<file path="config.mk">
export PLATFORM = sky130hd
export DESIGN_NAME = sy_axi_mux
export DESIGN_NICKNAME = d
export VERILOG_FILES = /design/src/rtl/sy_axi_mux.sv
export SDC_FILE = /design/constraint.sdc
export NUM_CORES = 1
export LEC_CHECK = 0
export CAP_MARGIN = 20
export CORE_AREA = 5 5 221 223
export CTS_CLUSTER_DIAMETER = 60
export DETAILED_ROUTE_END_ITERATION = 6
export DIE_AREA = 0 0 226 228
export DONT_BUFFER_PORTS = 1
export MAX_ROUTING_LAYER = met4
export PLACE_DENSITY = 0.3
export SLEW_MARGIN = 0
export SYNTH_ARGS = -nofsm -noshare
export SYNTH_HDL_FRONTEND = slang
export SYNTH_SLANG_ARGS = --single-unit
</file>
<file path="constraint.sdc">
create_clock -name clk_i -period 4.05 [get_ports clk_i]
set_input_delay 0.405 -clock clk_i [delete_from_list [all_inputs] [get_ports clk_i]]
set_output_delay 0.405 -clock clk_i [all_outputs]
set_load 0.05 [all_outputs]
</file>
<file path="src/rtl/sy_axi_mux.sv">
// N-to-1 AXI4 multiplexer: round-robin AW/AR arbitration with grant lock,
// W routing through an index FIFO, and B/R routing by the prepended ID bits.
package sy_axi;
  localparam int unsigned IdWidth    = 4;
  localparam int unsigned SlvIdWidth = 5;

  typedef struct packed {
    logic [IdWidth-1:0] id;
    logic [31:0]        addr;
    logic [7:0]         len;
    logic [2:0]         size;
    logic [1:0]         burst;
  } ax_t;

  typedef struct packed {
    logic [SlvIdWidth-1:0] id;
    logic [31:0]           addr;
    logic [7:0]            len;
    logic [2:0]            size;
    logic [1:0]            burst;
  } ax_slv_t;

  typedef struct packed {
    logic [31:0] data;
    logic [3:0]  strb;
    logic        last;
  } w_t;

  typedef struct packed {
    logic [IdWidth-1:0] id;
    logic [1:0]         resp;
  } b_t;

  typedef struct packed {
    logic [SlvIdWidth-1:0] id;
    logic [1:0]            resp;
  } b_slv_t;

  typedef struct packed {
    logic [IdWidth-1:0] id;
    logic [31:0]        data;
    logic [1:0]         resp;
    logic               last;
  } r_t;

  typedef struct packed {
    logic [SlvIdWidth-1:0] id;
    logic [31:0]           data;
    logic [1:0]            resp;
    logic                  last;
  } r_slv_t;

  typedef struct packed {
    ax_t  aw;
    logic aw_valid;
    w_t   w;
    logic w_valid;
    logic b_ready;
    ax_t  ar;
    logic ar_valid;
    logic r_ready;
  } req_t;

  typedef struct packed {
    logic aw_ready;
    logic ar_ready;
    logic w_ready;
    b_t   b;
    logic b_valid;
    r_t   r;
    logic r_valid;
  } resp_t;

  typedef struct packed {
    ax_slv_t aw;
    logic    aw_valid;
    w_t      w;
    logic    w_valid;
    logic    b_ready;
    ax_slv_t ar;
    logic    ar_valid;
    logic    r_ready;
  } req_slv_t;

  typedef struct packed {
    logic   aw_ready;
    logic   ar_ready;
    logic   w_ready;
    b_slv_t b;
    logic   b_valid;
    r_slv_t r;
    logic   r_valid;
  } resp_slv_t;
endpackage

module sy_axi_mux #(
  parameter int unsigned NrMasters = 2,
  parameter int unsigned IdWidth   = 4,
  parameter int unsigned MaxWTrans = 4,
  parameter type slv_req_t  = sy_axi::req_t,
  parameter type slv_resp_t = sy_axi::resp_t,
  parameter type mst_req_t  = sy_axi::req_slv_t,
  parameter type mst_resp_t = sy_axi::resp_slv_t
) (
  input  logic      clk_i,
  input  logic      rst_ni,
  input  slv_req_t  slv_reqs_i [NrMasters],
  output slv_resp_t slv_resps_o [NrMasters],
  output mst_req_t  mst_req_o,
  input  mst_resp_t mst_resp_i
);
  localparam int unsigned IdxW       = $clog2(NrMasters);
  localparam int unsigned MstIdWidth = IdWidth + IdxW;
  localparam int unsigned PtrW       = (MaxWTrans > 1) ? $clog2(MaxWTrans) : 1;
  localparam int unsigned CntW       = $clog2(MaxWTrans + 1);
  localparam bit          Pow2       = (NrMasters == (1 << IdxW));

  typedef logic [IdxW-1:0] idx_t;
  typedef logic [PtrW-1:0] ptr_t;

  // First requester at or after start, wrapping; returns start when none.
  function automatic idx_t rr_pick(input logic [NrMasters-1:0] req, input idx_t start);
    idx_t        res;
    logic        found;
    int unsigned cand;
    res   = start;
    found = 1'b0;
    for (int unsigned o = 0; o < NrMasters; o++) begin
      cand = (32'(start) + o) % NrMasters;
      if (!found && req[cand]) begin
        found = 1'b1;
        res   = idx_t'(cand);
      end
    end
    return res;
  endfunction

  function automatic idx_t idx_inc(input idx_t i);
    return (i == idx_t'(NrMasters - 1)) ? '0 : i + 1'b1;
  endfunction

  function automatic ptr_t ptr_inc(input ptr_t p);
    return (p == ptr_t'(MaxWTrans - 1)) ? '0 : p + 1'b1;
  endfunction

  logic [NrMasters-1:0] aw_req, ar_req;
  for (genvar gi = 0; gi < NrMasters; gi++) begin : g_req
    assign aw_req[gi] = slv_reqs_i[gi].aw_valid;
    assign ar_req[gi] = slv_reqs_i[gi].ar_valid;
  end

  idx_t aw_prio_reg, aw_lock_idx_reg, ar_prio_reg, ar_lock_idx_reg;
  logic aw_lock_reg, ar_lock_reg;
  idx_t fifo_mem [MaxWTrans];
  ptr_t wr_ptr_reg, rd_ptr_reg;
  logic [CntW-1:0] fifo_cnt_reg;

  idx_t aw_sel, ar_sel, w_head, b_idx, r_idx;
  logic fifo_full, fifo_empty;
  logic aw_go, ar_go, aw_hs, ar_hs, w_pop;
  logic b_route_ok, r_route_ok;

  // A locked grant holds the selection until the downstream handshake.
  assign aw_sel     = aw_lock_reg ? aw_lock_idx_reg : rr_pick(aw_req, aw_prio_reg);
  assign ar_sel     = ar_lock_reg ? ar_lock_idx_reg : rr_pick(ar_req, ar_prio_reg);
  assign fifo_full  = (fifo_cnt_reg == CntW'(MaxWTrans));
  assign fifo_empty = (fifo_cnt_reg == '0);
  assign w_head     = fifo_mem[rd_ptr_reg];

  assign aw_go = rst_ni && !fifo_full && slv_reqs_i[aw_sel].aw_valid;
  assign ar_go = rst_ni && slv_reqs_i[ar_sel].ar_valid;
  assign aw_hs = aw_go && mst_resp_i.aw_ready;
  assign ar_hs = ar_go && mst_resp_i.ar_ready;
  assign w_pop = rst_ni && !fifo_empty && slv_reqs_i[w_head].w_valid
                 && slv_reqs_i[w_head].w.last && mst_resp_i.w_ready;

  assign b_idx      = mst_resp_i.b.id[MstIdWidth-1 -: IdxW];
  assign r_idx      = mst_resp_i.r.id[MstIdWidth-1 -: IdxW];
  assign b_route_ok = Pow2 || (32'(b_idx) < NrMasters);
  assign r_route_ok = Pow2 || (32'(r_idx) < NrMasters);

  always_comb begin
    mst_req_o = '0;
    for (int i = 0; i < NrMasters; i++) slv_resps_o[i] = '0;
    if (rst_ni) begin
      mst_req_o.aw.id    = {aw_sel, slv_reqs_i[aw_sel].aw.id};
      mst_req_o.aw.addr  = slv_reqs_i[aw_sel].aw.addr;
      mst_req_o.aw.len   = slv_reqs_i[aw_sel].aw.len;
      mst_req_o.aw.size  = slv_reqs_i[aw_sel].aw.size;
      mst_req_o.aw.burst = slv_reqs_i[aw_sel].aw.burst;
      mst_req_o.aw_valid = aw_go;
      mst_req_o.ar.id    = {ar_sel, slv_reqs_i[ar_sel].ar.id};
      mst_req_o.ar.addr  = slv_reqs_i[ar_sel].ar.addr;
      mst_req_o.ar.len   = slv_reqs_i[ar_sel].ar.len;
      mst_req_o.ar.size  = slv_reqs_i[ar_sel].ar.size;
      mst_req_o.ar.burst = slv_reqs_i[ar_sel].ar.burst;
      mst_req_o.ar_valid = ar_go;
      if (!fifo_empty) begin
        mst_req_o.w       = slv_reqs_i[w_head].w;
        mst_req_o.w_valid = slv_reqs_i[w_head].w_valid;
      end
      // Unroutable response indices are swallowed so the bus cannot stall.
      mst_req_o.b_ready = b_route_ok ? slv_reqs_i[b_idx].b_ready : 1'b1;
      mst_req_o.r_ready = r_route_ok ? slv_reqs_i[r_idx].r_ready : 1'b1;
      for (int i = 0; i < NrMasters; i++) begin
        slv_resps_o[i].aw_ready = aw_go && (aw_sel == idx_t'(i)) && mst_resp_i.aw_ready;
        slv_resps_o[i].ar_ready = ar_go && (ar_sel == idx_t'(i)) && mst_resp_i.ar_ready;
        slv_resps_o[i].w_ready  = !fifo_empty && (w_head == idx_t'(i)) && mst_resp_i.w_ready;
        slv_resps_o[i].b.id     = mst_resp_i.b.id[IdWidth-1:0];
        slv_resps_o[i].b.resp   = mst_resp_i.b.resp;
        slv_resps_o[i].b_valid  = mst_resp_i.b_valid && (b_idx == idx_t'(i));
        slv_resps_o[i].r.id     = mst_resp_i.r.id[IdWidth-1:0];
        slv_resps_o[i].r.data   = mst_resp_i.r.data;
        slv_resps_o[i].r.resp   = mst_resp_i.r.resp;
        slv_resps_o[i].r.last   = mst_resp_i.r.last;
        slv_resps_o[i].r_valid  = mst_resp_i.r_valid && (r_idx == idx_t'(i));
      end
    end
  end

  always_ff @(posedge clk_i) begin
    if (!rst_ni) begin
      aw_prio_reg     <= '0;
      aw_lock_reg     <= 1'b0;
      aw_lock_idx_reg <= '0;
      ar_prio_reg     <= '0;
      ar_lock_reg     <= 1'b0;
      ar_lock_idx_reg <= '0;
      wr_ptr_reg      <= '0;
      rd_ptr_reg      <= '0;
      fifo_cnt_reg    <= '0;
    end else begin
      if (aw_hs) begin
        aw_lock_reg <= 1'b0;
        aw_prio_reg <= idx_inc(aw_sel);
      end else if (aw_go) begin
        aw_lock_reg     <= 1'b1;
        aw_lock_idx_reg <= aw_sel;
      end
      if (ar_hs) begin
        ar_lock_reg <= 1'b0;
        ar_prio_reg <= idx_inc(ar_sel);
      end else if (ar_go) begin
        ar_lock_reg     <= 1'b1;
        ar_lock_idx_reg <= ar_sel;
      end
      if (aw_hs) wr_ptr_reg <= ptr_inc(wr_ptr_reg);
      if (w_pop) rd_ptr_reg <= ptr_inc(rd_ptr_reg);
      if (aw_hs && !w_pop) fifo_cnt_reg <= fifo_cnt_reg + 1'b1;
      else if (w_pop && !aw_hs) fifo_cnt_reg <= fifo_cnt_reg - 1'b1;
    end
  end

  always_ff @(posedge clk_i) begin
    if (aw_hs) fifo_mem[wr_ptr_reg] <= aw_sel;
  end
endmodule

</file>
==> impl_metrics.yaml, run 1 <==
status:
  status: "finished, final reports clean"
worst_setup_path:
  cp-start-kind: "flip-flop"
  worstPathCellList: "mux2i_1, mux2_2, nand2_1, a21oi_1"
  cp_max_fo: 39
  ff2ff_setup_slack_ns: 1.44
  r2r_end: "fifo_cnt_reg[2]"
  slowest_stage: "a21oi_1"
  rr_worst_depth: 9
  crit_type: "flip-flop to output port"
  cpPeakStageDelay_ns: 0.85
  cp.required_ns: 3.64
  end_kind: "output port"
  crit_arrival_ns: 2.50
  timing.rr.start: "fifo_cnt_reg[0]"
clock_network:
  ctsHtreeMaxLevel: 1
  cts-resized-gates: 0
  clk_pin_slew_worst_paths_ns: 0.08
  postCtsSetupRepairBufs: 0
  cts-root-buf: "clkbuf_16"
  hold_buffers: 0
  cts_tree: "yes"
  cts_buffer_depth: 2
  cts_buffers: 3
  clock_sinks: 19
  worstSkewPairLatency_ns: 0.28
routing:
  drt_wl_total_mm: 23.23
  drt_iter0_drc: 295
  dr.pass1.iters: 4
  vias_per_cell: 3.964
  ant_nets: 0
  vias: 5304
  routedWlPerCell_microns: 17.36
  drc: 0
die:
  initial_core_util_pct: 8.518
  die_x_microns: 226
  die_area_sq_um: 51530
  core_sq_um: 46360
  die_height_microns: 228
  rows: 79
  pin_count: 576
yosys:
  synth.avg_cell_area_sq_um: 5.706
  yosys.area.top_type_share_pct: 18.25
  synthCells: 692
  synthesis.nets: 1033
  ys_warn_count: 0
  yosysTopAreaCell: "a21oi_1"
  yosysSeqAreaShare_pct: 10.65
  synth_seq_cells: 19
  yosys-top-cells-area: "a21oi_1, o21ai_0, nand3_1"
  netlist_area_sq_um: 3949
  synth.distinct_cells: 35
layout:
  antenna_cells: 0
  nNetsFinal: 1073
  drive_above_1_share_pct: 22.44
  nFillCells: 5420
  area_delta_synth_final_pct: 35.20
  multi_input_area_sq_um: 2902
  seq_area_sq_um: 420.4
sta:
  hold_viol: 0
  min_period_ns: 2.907
  slew_viol_final: 0
  maxSlewHeadroom_pct: 30.28
  fmax_mhz: 344.0
  worst_pin_slew_ns: 1.049
  rsz0062_at_grt: "no"
  setup_tns_ns: 0
  setup_violations: 0
  whs_ns: 0.2744
  period_share_pct: 71.79
  fin_skew_ns: 0.01381
grt:
  grt_use_total_pct: 8.132
  grt-ovfl-total: 0
  antenna_found_initial: 0
  grt_pass1_wl_mm: 31.42
  grt_pass1_vias: 5207
  grt_max_degree: 58
min_path:
  min_to: "ar_lock_reg"
  worstHoldStart: "rst_ni"
  hold_depth: 1
  holdCritPathClass: "input port to flip-flop"
placed_design:
  hpwl_mm: 19.03
  io_buffers: 0
  gp_congestion: 0.8501
pwr:
  vdd_ir_drop_max_mv: 0.1289
  p_leak_uw: 0.002151
  power_density_nw_per_um2: 316.7
run:
  drv_cap: 0
==> cells in the final DEF, fill, tap and decap left out, types with 2 or more instances in the layout <==
cell type,n
nand3_1,99
o211ai_1,4
ha_1,6
xor2_1,2
a21oi_1,144
dfxtp_1,15
and2_1,51
buf_4,150
a311oi_1,2
nand2b_1,2
clkbuf_16,3
o21ai_0,103
and3_1,4
inv_1,12
nand2_1,86
nand2_2,2
edfxtp_1,4
nor2_1,13
mux2i_1,7
or3_1,3
nor2b_1,2
o211a_1,2
==> cells in the mapped netlist (all sizes together) <==
cell	n
a21oi	144
o21ai	103
nand3	99
nand2	88
clkbuf	67
and2	51
buf	48
dfxtp	15
inv	13
nor2	13
mux2i	7
ha	6
and3	4
edfxtp	4
o211ai	4
or3	3
a211oi	2
a311oi	2
mux2	2
nand2b	2
nor2b	2
o211a	2
o31ai	2
xor2	2
a2111o	1
a211o	1
fa	1
mux4	1
nor3b	1
o311ai	1
or2	1
==> power breakdown <==
part / leakage, uW / total, uW / switching [uW] / internal [uW]
logic: 0.00195 / 1240 / 954 / 282
clock network: 0.0000409 / 233 / 99.5 / 134
registers: 0.000159 / 221 / 15.6 / 206
==> kinds of logic after synthesis <==
| kind of cell | count (synthesis) | synth area share [%] |
|---|---|---|
| compound gates | 262 | 34.63 |
| mux | 10 | 3.010 |
| flops | 19 | 10.65 |
| fa+ha+maj | 7 | 2.408 |
| buf+inv | 128 | 16.48 |
| simple gates | 264 | 32.38 |
| xor+xnor | 2 | 0.4437 |
==> stage by stage <==
| step | instance area [sq um] | power (uW) | worst slack [ns] | cells | util [%] |
|---|---|---|---|---|---|
| 6_report | 5339 | 1691 | 1.143 | 1338 | 11.52 |
| 5_1_grt | 5339 | 1789 | 0.9731 | 1338 | 11.52 |
| 4_1_cts | 5339 | 1723 | 1.087 | 1338 | 11.52 |
| 3_5_place_dp | 5259 | 1470 | 1.386 | 1334 | 11.34 |
| 3_3_place_gp | 5259 | 1475 | 1.423 | 1334 | 11.34 |
| 2_1_floorplan | 3949 | 1204 | 1.489 | 692 | - |
==> cell type report <==
type	count	area share (%)
clock buffer	3	1.406
inverter	13	0.9609
timing repair buffer	150	21.09
multi-input combinational	545	54.35
sequential	19	7.874
tap	607	14.23
clock inverter	1	0.09374
==> routing by layer <==
| metal | vias to the layer above | GRT usage, % | part of all wire (%) |
|---|---|---|---|
| met5 | - | - | 0 |
| met4 | 0 | 2.383 | 2.9 |
| met3 | 26 | 1.721 | 8.3 |
| met2 | 364 | 14.19 | 49 |
| met1 | 2472 | 9.354 | 39 |
| li1 | 2442 | - | - |
==> worst max-delay path by stage <==
stage | from | endpoint | slack [ns] | cells past startpoint
2_1_floorplan | flip-flop | mst_req_o[81] | 1.49 | 6
3_3_place_gp | fifo_cnt_reg[0] | fifo_cnt_reg[2] | 1.42 | 9
3_5_place_dp | flip-flop | mst_req_o[87] | 1.39 | 4
4_1_cts | flip-flop | mst_req_o[87] | 1.09 | 4
5_1_grt | flip-flop | mst_req_o[57] | 0.97 | 4
6_report | flip-flop | mst_req_o[87] | 1.14 | 4
==> critical path, delay by kind of cell, from the launching register on <==
kind | cells | cell delay [ns]
AO/OA/AOI/OAI | 1 | 0.85
flip-flops | 1 | 0.40
multiplexers | 2 | 0.83
AND/OR/NAND/NOR | 1 | 0.13
No activity file was read; power rests on OpenSTA's default activity.
==> inputs of run 2 (changes only) <==
==> constraint.sdc (replaced) <==
create_clock -name clk_i -period 2.9 [get_ports clk_i]
set_input_delay 0.29 -clock clk_i [delete_from_list [all_inputs] [get_ports clk_i]]
set_output_delay 0.29 -clock clk_i [all_outputs]
set_load 0.05 [all_outputs]
==> run 2 against run 1 <==
Against the previous run:
- power up 41%
- critical endpoint is now fifo_cnt_reg[2]
- utilization up 0.43 points
- non-clock buffer count up 13
- hold slack worse by 0.10 ns
- first-iteration DRC count down 6.1%
- clock power up 33%
- flip-flop and latch count unchanged
- wire length up 0.39%
- largest cell class unchanged
==> impl_metrics.yaml, run 2 (synthesis gave the netlist of run 1 again) <==
die:
  die_area_sq_um: 51530
  initial_core_util_pct: 8.518
  die_x_microns: 226
  pin_count: 576
  core_sq_um: 46360
  die_height_microns: 228
  rows: 79
layout:
  area_delta_synth_final_pct: 40.27
  mostFrequentLayoutCell: "buf_4"
  seq_area_sq_um: 420.4
  multi_input_area_sq_um: 2902
  final_cell_mix: "buf_4, a21oi_1, o21ai_0"
  nFillCells: 5405
  fin_area_sq_um: 5539
  drive_above_1_share_pct: 23.79
  nNetsFinal: 1086
grt:
  grt_use_met2_pct: 15.22
  grt_use_met1_pct: 8.760
  grt.met3_usage_pct: 1.952
  gr-max-usage-layer: "met2"
  antenna_found_initial: 1
  grt_pass1_vias: 5161
  grt-ovfl-total: 0
  grt_pass1_wl_mm: 31.58
  grt_max_degree: 58
  grt_use_total_pct: 8.120
placed_design:
  dp_slack_ns: 0.2997
  hpwl_mm: 19.09
  gp_congestion: 0.8198
  io_buffers: 0
  postPlaceCellArea_sq_um: 5456
routing:
  drt_iter0_drc: 277
  routedWlPerCell_microns: 17.25
  vias_per_cell: 3.910
  vias: 5286
  ant_nets: 0
  dr.pass1.iters: 4
  drt_wl_total_mm: 23.32
  drc: 0
worst_setup_path:
  slowest_stage: "mux4_2"
  crit_family: "multiplexers"
  cp_max_fo: 3
  rr_worst_depth: 9
  crit_arrival_ns: 2.78
  cpPeakStageDelay_ns: 0.56
  r2r_end: "fifo_cnt_reg[2]"
  worstPathCellList: "mux4_2, mux2_4, or2_4, ha_1, inv_1, fa_1, xor2_1, or3_1, a21oi_1"
  cp.required_ns: 3.09
  ff2ff_setup_slack_ns: 0.31
  crit_type: "flip-flop to flip-flop"
  cp-start-kind: "flip-flop"
  path_buf_inv: 1
  end_kind: "flip-flop"
sta:
  fmax_mhz: 385.6
  setup_tns_ns: 0
  hold_viol: 0
  worst_pin_slew_ns: 1.045
  whs_ns: 0.1718
  period_share_pct: 89.43
  setup_violations: 0
  slew_viol_final: 0
  timing.final.ws_setup_ns: 0.3067
  fin_skew_ns: 0.008500
  min_period_ns: 2.593
  maxSlewHeadroom_pct: 30.84
  rsz0062_at_grt: "no"
clock_network:
  hold_buffers: 0
  cts_buffers: 3
  clock_sinks: 19
  cts-root-buf: "clkbuf_16"
  clk_pin_slew_worst_paths_ns: 0.07
  cts-resized-gates: 0
  cts_buffer_depth: 2
  cts_tree: "yes"
  postCtsSetupRepairBufs: 0
  worstSkewPairLatency_ns: 0.26
  ctsHtreeMaxLevel: 1
min_path:
  holdCritPathClass: "input port to flip-flop"
  min_to: "ar_lock_reg"
  worstHoldStart: "rst_ni"
  hold_depth: 1
pwr:
  vdd_ir_drop_max_mv: 0.1765
  p_leak_uw: 0.002251
  power_density_nw_per_um2: 431.3
  total_power_uw: 2389
run:
  drv_cap: 0
status:
  status: "finished, final reports clean"
==> run 2: report_power, final <==
part | total [uW] | leakage, uW | switching [uW] | internal (uW)
registers | 309 | 0.000159 | 21.9 | 287
clock network | 311 | 0.0000409 | 125 | 186
logic | 1770 | 0.00205 | 1340 | 430
total | 2390 | 0.00225 | 1490 | 903
==> run 2: final cells by class <==
type / instances / area share, %
clock inverter: 1 / 0.09035
sequential: 19 / 7.590
clock buffer: 3 / 1.355
tap: 607 / 13.71
antenna: 1 / 0.04518
timing repair buffer: 163 / 23.90
multi-input combinational: 545 / 52.38
inverter: 13 / 0.9261
==> run 2: routing by layer <==
metal  vias up  share of wire, %
met4         0               1.4
li1       2465                 -
met1      2462                37
met3        17               9.1
met2       342                52
met5         -                 0
==> run 2: worst max path at each step <==
stage / start / to / slack (ns) / cells past startpoint
CTS: flip-flop / fifo_cnt_reg[2] / 0.28 / 9
global route: flip-flop / fifo_cnt_reg[2] / 0.14 / 9
floorplan: flip-flop / fifo_cnt_reg[2] / 0.42 / 9
detailed placement: flip-flop / fifo_cnt_reg[2] / 0.30 / 9
finish: flip-flop / fifo_cnt_reg[2] / 0.31 / 9
global placement: flip-flop / fifo_cnt_reg[2] / 0.30 / 9
==> run 2: stage by stage <==
step                      cells  util [%]
after global placement     1347     11.77
after CTS                  1351     11.94
after floorplan             692         -
after global routing       1352     11.95
final                      1352     11.95
after detailed placement   1347     11.77
